==> src/rtl/cnn_bn_pkg.sv <==
// Shared defaults, coefficient-select codes and saturation bounds for the
// batch-normalisation stage.
package cnn_bn_pkg;

    localparam int DEF_IN_W    = 21;
    localparam int DEF_COEF_W  = 18;
    localparam int DEF_OUT_W   = 9;
    localparam int DEF_FRAC_SH = 13;

    typedef enum logic [1:0] {
        CFG_MU    = 2'b00,
        CFG_DELTA = 2'b01,
        CFG_BETA  = 2'b10,
        CFG_NONE  = 2'b11
    } cfg_sel_e;

    localparam int SAT_HI = (1 << (DEF_OUT_W - 1)) - 1;
    localparam int SAT_LO = -(1 << (DEF_OUT_W - 1));

    function automatic longint sat_hi(input int w);
        return (longint'(1) << (w - 1)) - 1;
    endfunction

    function automatic longint sat_lo(input int w);
        return -(longint'(1) << (w - 1));
    endfunction

endpackage

==> src/rtl/bn_coef_bank.sv <==
// Per-channel {mu, delta, beta} register bank: synchronous write, combinational
// read, reset to identity (mu=0, delta=unity, beta=0).
module bn_coef_bank
    import cnn_bn_pkg::*;
#(
    parameter int NCH     = 8,
    parameter int CH_W    = 3,
    parameter int COEF_W  = DEF_COEF_W,
    parameter int FRAC_SH = DEF_FRAC_SH
) (
    input  logic                     clk,
    input  logic                     rst,
    input  logic                     we,
    input  logic [CH_W-1:0]          wr_ch,
    input  logic [1:0]               sel,
    input  logic signed [COEF_W-1:0] wr_data,
    input  logic [CH_W-1:0]          rd_ch,
    output logic signed [COEF_W-1:0] rd_mu,
    output logic signed [COEF_W-1:0] rd_delta,
    output logic signed [COEF_W-1:0] rd_beta
);

    localparam logic signed [COEF_W-1:0] UNITY = COEF_W'(longint'(1) << FRAC_SH);
    localparam logic [CH_W:0]            NCH_L = (CH_W + 1)'(NCH);

    logic signed [COEF_W-1:0] mu    [NCH];
    logic signed [COEF_W-1:0] delta [NCH];
    logic signed [COEF_W-1:0] beta  [NCH];
    logic wr_ok;
    logic rd_ok;

    // One extra index bit keeps the range check meaningful when NCH == 2**CH_W.
    assign wr_ok = we && ({1'b0, wr_ch} < NCH_L);
    assign rd_ok = {1'b0, rd_ch} < NCH_L;

    always_ff @(posedge clk) begin
        if (rst) begin
            for (int unsigned i = 0; i < NCH; i++) begin
                mu[i]    <= '0;
                delta[i] <= UNITY;
                beta[i]  <= '0;
            end
        end else if (wr_ok) begin
            case (cfg_sel_e'(sel))
                CFG_MU:    mu[wr_ch]    <= wr_data;
                CFG_DELTA: delta[wr_ch] <= wr_data;
                CFG_BETA:  beta[wr_ch]  <= wr_data;
                default:   ;
            endcase
        end
    end

    always_comb begin
        rd_mu    = '0;
        rd_delta = UNITY;
        rd_beta  = '0;
        if (rd_ok) begin
            rd_mu    = mu[rd_ch];
            rd_delta = delta[rd_ch];
            rd_beta  = beta[rd_ch];
        end
    end

endmodule

==> src/rtl/batch_norm_pipe.sv <==
// Three-stage batch-normalisation pipeline with valid/ready stream and
// saturation counter. Define BN_RELU_EN to fuse a ReLU after saturation.
module batch_norm_pipe
    import cnn_bn_pkg::*;
#(
    parameter int IN_W    = DEF_IN_W,
    parameter int COEF_W  = DEF_COEF_W,
    parameter int OUT_W   = DEF_OUT_W,
    parameter int FRAC_SH = DEF_FRAC_SH,
    parameter int NCH     = 8,
    parameter int CH_W    = 3,
    parameter int CNT_W   = 16
) (
    input  logic                     clk,
    input  logic                     rst,
    input  logic                     in_valid,
    output logic                     in_ready,
    input  logic signed [IN_W-1:0]   in_data,
    input  logic [CH_W-1:0]          in_ch,
    output logic                     out_valid,
    input  logic                     out_ready,
    output logic signed [OUT_W-1:0]  out_data,
    output logic [CH_W-1:0]          out_ch,
    input  logic                     cfg_we,
    input  logic [CH_W-1:0]          cfg_ch,
    input  logic [1:0]               cfg_sel,
    input  logic signed [COEF_W-1:0] cfg_data,
    output logic [CNT_W-1:0]         sat_cnt,
    output logic                     err_ch
);

    localparam int DW = IN_W + 1;
    localparam int PW = IN_W + COEF_W + 2;
    localparam logic [CH_W:0]        NCH_L = (CH_W + 1)'(NCH);
    localparam logic signed [PW-1:0] RND   = PW'(longint'(1) << (FRAC_SH - 1));
    localparam logic signed [PW-1:0] SMAX  = PW'(sat_hi(OUT_W));
`ifndef BN_RELU_EN
    localparam logic signed [PW-1:0] SMIN  = PW'(sat_lo(OUT_W));
`endif

    logic adv;
    logic accept;
    logic ch_bad;
    logic signed [COEF_W-1:0] mu_c;
    logic signed [COEF_W-1:0] delta_c;
    logic signed [COEF_W-1:0] beta_c;

    logic                     v1;
    logic                     bad1;
    logic [CH_W-1:0]          ch1;
    logic signed [DW-1:0]     diff1;
    logic signed [COEF_W-1:0] delta1;
    logic signed [COEF_W-1:0] beta1;

    logic                     v2;
    logic                     bad2;
    logic [CH_W-1:0]          ch2;
    logic signed [PW-1:0]     prod2;
    logic signed [COEF_W-1:0] beta2;

    logic signed [PW-1:0]     acc_c;
    logic signed [PW-1:0]     shr_c;
    logic signed [OUT_W-1:0]  res_c;
    logic                     sat_c;
    logic                     out_sat;

    assign adv      = !out_valid || out_ready;
    assign in_ready = adv;
    assign accept   = in_valid && adv;
    assign ch_bad   = {1'b0, in_ch} >= NCH_L;

    bn_coef_bank #(
        .NCH     (NCH),
        .CH_W    (CH_W),
        .COEF_W  (COEF_W),
        .FRAC_SH (FRAC_SH)
    ) u_coef_bank (
        .clk      (clk),
        .rst      (rst),
        .we       (cfg_we),
        .wr_ch    (cfg_ch),
        .sel      (cfg_sel),
        .wr_data  (cfg_data),
        .rd_ch    (in_ch),
        .rd_mu    (mu_c),
        .rd_delta (delta_c),
        .rd_beta  (beta_c)
    );

    // Whole pipe moves as one; coefficients are latched at S1 so later writes
    // never affect samples already in flight.
    always_ff @(posedge clk) begin
        if (rst) begin
            v1        <= 1'b0;
            v2        <= 1'b0;
            out_valid <= 1'b0;
            out_data  <= '0;
            out_ch    <= '0;
            out_sat   <= 1'b0;
        end else if (adv) begin
            v1        <= in_valid;
            diff1     <= DW'(in_data) - DW'(mu_c);
            delta1    <= delta_c;
            beta1     <= beta_c;
            ch1       <= in_ch;
            bad1      <= ch_bad;

            v2        <= v1;
            prod2     <= PW'(diff1) * PW'(delta1);
            beta2     <= beta1;
            ch2       <= ch1;
            bad2      <= bad1;

            out_valid <= v2;
            out_data  <= res_c;
            out_ch    <= ch2;
            out_sat   <= v2 && sat_c;
        end
    end

    always_comb begin
        acc_c = prod2 + PW'(beta2) + RND;
        shr_c = acc_c >>> FRAC_SH;
        res_c = shr_c[OUT_W-1:0];
        sat_c = 1'b0;
`ifdef BN_RELU_EN
        if (shr_c[PW-1]) begin
            res_c = '0;
        end else if (shr_c > SMAX) begin
            res_c = SMAX[OUT_W-1:0];
            sat_c = 1'b1;
        end
`else
        if (shr_c > SMAX) begin
            res_c = SMAX[OUT_W-1:0];
            sat_c = 1'b1;
        end else if (shr_c < SMIN) begin
            res_c = SMIN[OUT_W-1:0];
            sat_c = 1'b1;
        end
`endif
        if (bad2) begin
            res_c = '0;
            sat_c = 1'b0;
        end
    end

    always_ff @(posedge clk) begin
        if (rst) begin
            sat_cnt <= '0;
            err_ch  <= 1'b0;
        end else begin
            if (out_valid && out_ready && out_sat && (sat_cnt != '1))
                sat_cnt <= sat_cnt + CNT_W'(1);
            if (accept && ch_bad)
                err_ch <= 1'b1;
        end
    end

endmodule

==> config.mk <==
export PLATFORM = sky130hd
export DESIGN_NAME = batch_norm_pipe
export DESIGN_NICKNAME = d
export VERILOG_FILES = /design/src/rtl/cnn_bn_pkg.sv /design/src/rtl/bn_coef_bank.sv /design/src/rtl/batch_norm_pipe.sv
export SDC_FILE = /design/constraint.sdc
export NUM_CORES = 2
export LEC_CHECK = 0
export ABC_AREA = 1
export CORE_UTILIZATION = 40
export CTS_CLUSTER_DIAMETER = 200
export DETAILED_ROUTE_END_ITERATION = 6
export GPL_ROUTABILITY_DRIVEN = 0
export SYNTH_ARGS = -nofsm -noshare
export SYNTH_HDL_FRONTEND = slang
export SYNTH_SLANG_ARGS = --single-unit
==> constraint.sdc <==
create_clock -name clk -period 7.2 [get_ports clk]
set_input_delay 1.44 -clock clk [delete_from_list [all_inputs] [get_ports clk]]
set_output_delay 1.44 -clock clk [all_outputs]
set_load 0.01 [all_outputs]
==> impl_metrics.yaml <==
sta:
  finalCritPeriodShare_pct: 92.40
  final-hold-violation-count: 0
  fin_worst_skew_ns: 0.02095
  fin_crit_ns: 6.653
  tightest_slew_ns: 1.273
  setup_slack_ns: 0.5474
  timing.fmax_mhz: 150.3
  rsz0062_at_grt: "false"
  setup_viol: 0
  max_slew_margin_pct: 15.03
  slew_violations: 0
  setup-tns-final_ns: 0
placed_design:
  place_ws_ns: 0.5999
  io_buffers: 81
  dp_hpwl_um: 80820
clock_network:
  insertion_delay_ns: 0.61
  clockBufferDepth: 3
  cts-root-buf: "clkbuf_16"
  hold_buffers: 0
  numClockSinks: 586
  cts_buffers: 68
  clkSlewWorstSetupHoldPaths_ns: 0.06
  cts_setup_buffers: 0
  post_cts_resized: 0
  tritoncts: "yes"
  cts-htree-levels: 3
logic_synthesis:
  avgSynthCellArea_um2: 9.093
  ys_ff_latch: 586
  syn-instance-count: 4671
  ys_types: 52
  synth-seq-area-share_pct: 40.68
  synthesis.nets: 5317
  syn-cell-area_mm2: 0.04247
  yosys.area.top_type: "edfxtp_1"
  yosys_warnings: 0
  synth_top_area_share_pct: 39.17
  synth.area.top_cells: "edfxtp_1, fa_1, nor2_1, inv_1, nand2_1"
route:
  route.detailed.drc: 0
  vias: 30918
  routed_wirelength_um: 112500
  ant_nets: 0
  vias_per_cell: 5.061
  drt-wirelength-per-cell_um: 18.41
  first_pass_iters: 5
  drt_iter0_drc: 2428
critical_path:
  crit_path_end_kind: "register"
  crit_required_ns: 7.52
  arrival_ns: 6.97
  startpoint_type: "register"
  path_class: "reg2reg"
  r2r.worst_path.cells: 20
  worstReg2RegStart: "diff1[21]"
  cp_max_fo: 18
  reg2reg_slack_ns: 0.55
  rr_endpoint: "prod2[39]"
global_routing:
  grt_pass1_wl_um: 175100
  grt.total_usage_pct: 21.08
  grt_max_degree: 123
  antenna_found_initial: 3
  grt_pass1_vias: 31050
  grt_overflow_total: 0
floorplanning:
  die-area_mm2: 0.1075
  start_util_pct: 40.35
  core_area_mm2: 0.1053
  pin_count: 83
  dieWidth_um: 327.9
  fp.dieH_um: 327.9
  rows: 119
finish:
  final_core_util_pct: 44.65
  n_antenna_cell: 0
  drive_gt1_share_pct: 4.960
  final_nets: 5312
  area_growth_pct: 10.66
hold_path:
  hp-class: "reg2reg"
  min_to: "beta2[9]"
  whs_path_depth: 0
  worstHoldStart: "beta1[9]"
run:
  cap_violations: 0
outcome:
  status: "complete, no violations"
## cells in the mapped netlist (all sizes together)
library cell  count
a211oi            2
edfxtp          554
a21oi           116
a21boi            5
o31ai             1
xor2             45
o22ai            55
nand3b            8
o311a             1
conb              1
or2               7
dfxtp            32
and2              2
nand4            14
buf              14
fa              394
nand2b            1
xnor2            30
clkbuf          217
o21ai           297
o21a              5
nand3            61
nor3b             1
o2111a            1
nor3             25
o221ai           17
nand2           794
o21bai            8
a31oi            45
clkinv            4
nor4              4
a221oi            1
inv             794
a21o              6
nor2            909
ha              200
## layer usage
metal	track usage [%]	up-vias	share of wire (%)
met5	0	-	0.028
met4	6.776	6	2.8
met3	4.010	184	7.3
met2	34.79	998	47
met1	27.91	15025	42
li1	-	14705	-
## cell families (layout without fill, tap and decap cells)
kind of cell	after synthesis	after routing	synth area share, %
adders and majority gates	594	594	24.46
xor gates and xnor gates	75	75	1.564
DFF	586	586	40.68
other	1	1	0.008829
and+or+nand+nor	1826	1826	16.84
buffers and inverters	1029	1076	9.102
AOI/OAI and AO/OA	560	560	7.347
## registers in the layout, summed over array words and instances (netlist names), 3 cells and up
register	flops
u_coef_bank.delta	144
beta2	18
sat_cnt	16
delta1	18
beta1	18
u_coef_bank.beta	144
u_coef_bank.mu	144
diff1	22
ch1	3
prod2	40
out_ch	3
ch2	3
out_data	9
## per-stage QoR
step	cell area (um^2)	cells	hold WS (ns)
floorplan	42480	4671	0.4003
global placement	44750	5987	0.4009
detailed placement	44750	5987	0.4045
CTS	47000	6109	0.4136
global route	47000	6109	0.4195
finish	47000	6109	0.4125
## worst max path at each step
stage,to,depth (start not counted),from
final,prod2[39],20,diff1[21]
after global routing,prod2[39],20,diff1[21]
after CTS,prod2[39],20,diff1[21]
after detailed placement,prod2[39],20,diff1[21]
after global placement,prod2[38],22,diff1[21]
after floorplan,prod2[33],24,diff1[11]
## worst max-delay path, cell delays in order, from the launching register on
cell      delay [ns]
edfxtp_1        0.87
nand2_1         0.34
inv_1           0.15
fa_1            0.46
fa_1            0.70
inv_1           0.19
fa_1            0.49
fa_1            0.54
inv_1           0.06
fa_1            0.53
inv_1           0.06
fa_1            0.53
inv_1           0.05
ha_1            0.37
a21oi_1         0.21
o21ai_0         0.11
a221oi_1        0.26
nand2_1         0.15
nand3_1         0.09
nand2_1         0.06
xor2_1          0.17
## cell type report
cell class | instances | area [um^2]
Fill cell | 10048 | 58270
Multi-Input combinational cell | 3056 | 21340
Sequential cell | 586 | 17280
Inverter | 798 | 3000
Clock buffer | 81 | 1814
Tap cell | 1391 | 1740
Timing Repair Buffer | 156 | 1398
Clock inverter | 41 | 432.9
## layout by cell type (no fill, tap or decap), types with 17 or more instances in the layout
| master | instances |
|---|---|
| o22ai_1 | 55 |
| a21oi_1 | 113 |
| nand2_1 | 784 |
| o221ai_1 | 17 |
| o21ai_0 | 288 |
| dfxtp_1 | 32 |
| nor2_1 | 900 |
| a31oi_1 | 44 |
| nand3_1 | 56 |
| xnor2_1 | 30 |
| fa_1 | 394 |
| clkdlybuf4s50_1 | 79 |
| ha_1 | 200 |
| inv_1 | 784 |
| buf_4 | 74 |
| edfxtp_1 | 554 |
| clkbuf_16 | 71 |
| nor3_1 | 23 |
| xor2_1 | 44 |
Power is left out: the tool's default activity adds up to more than one toggle a clock period on the data nets, which glitch-free logic cannot reach.
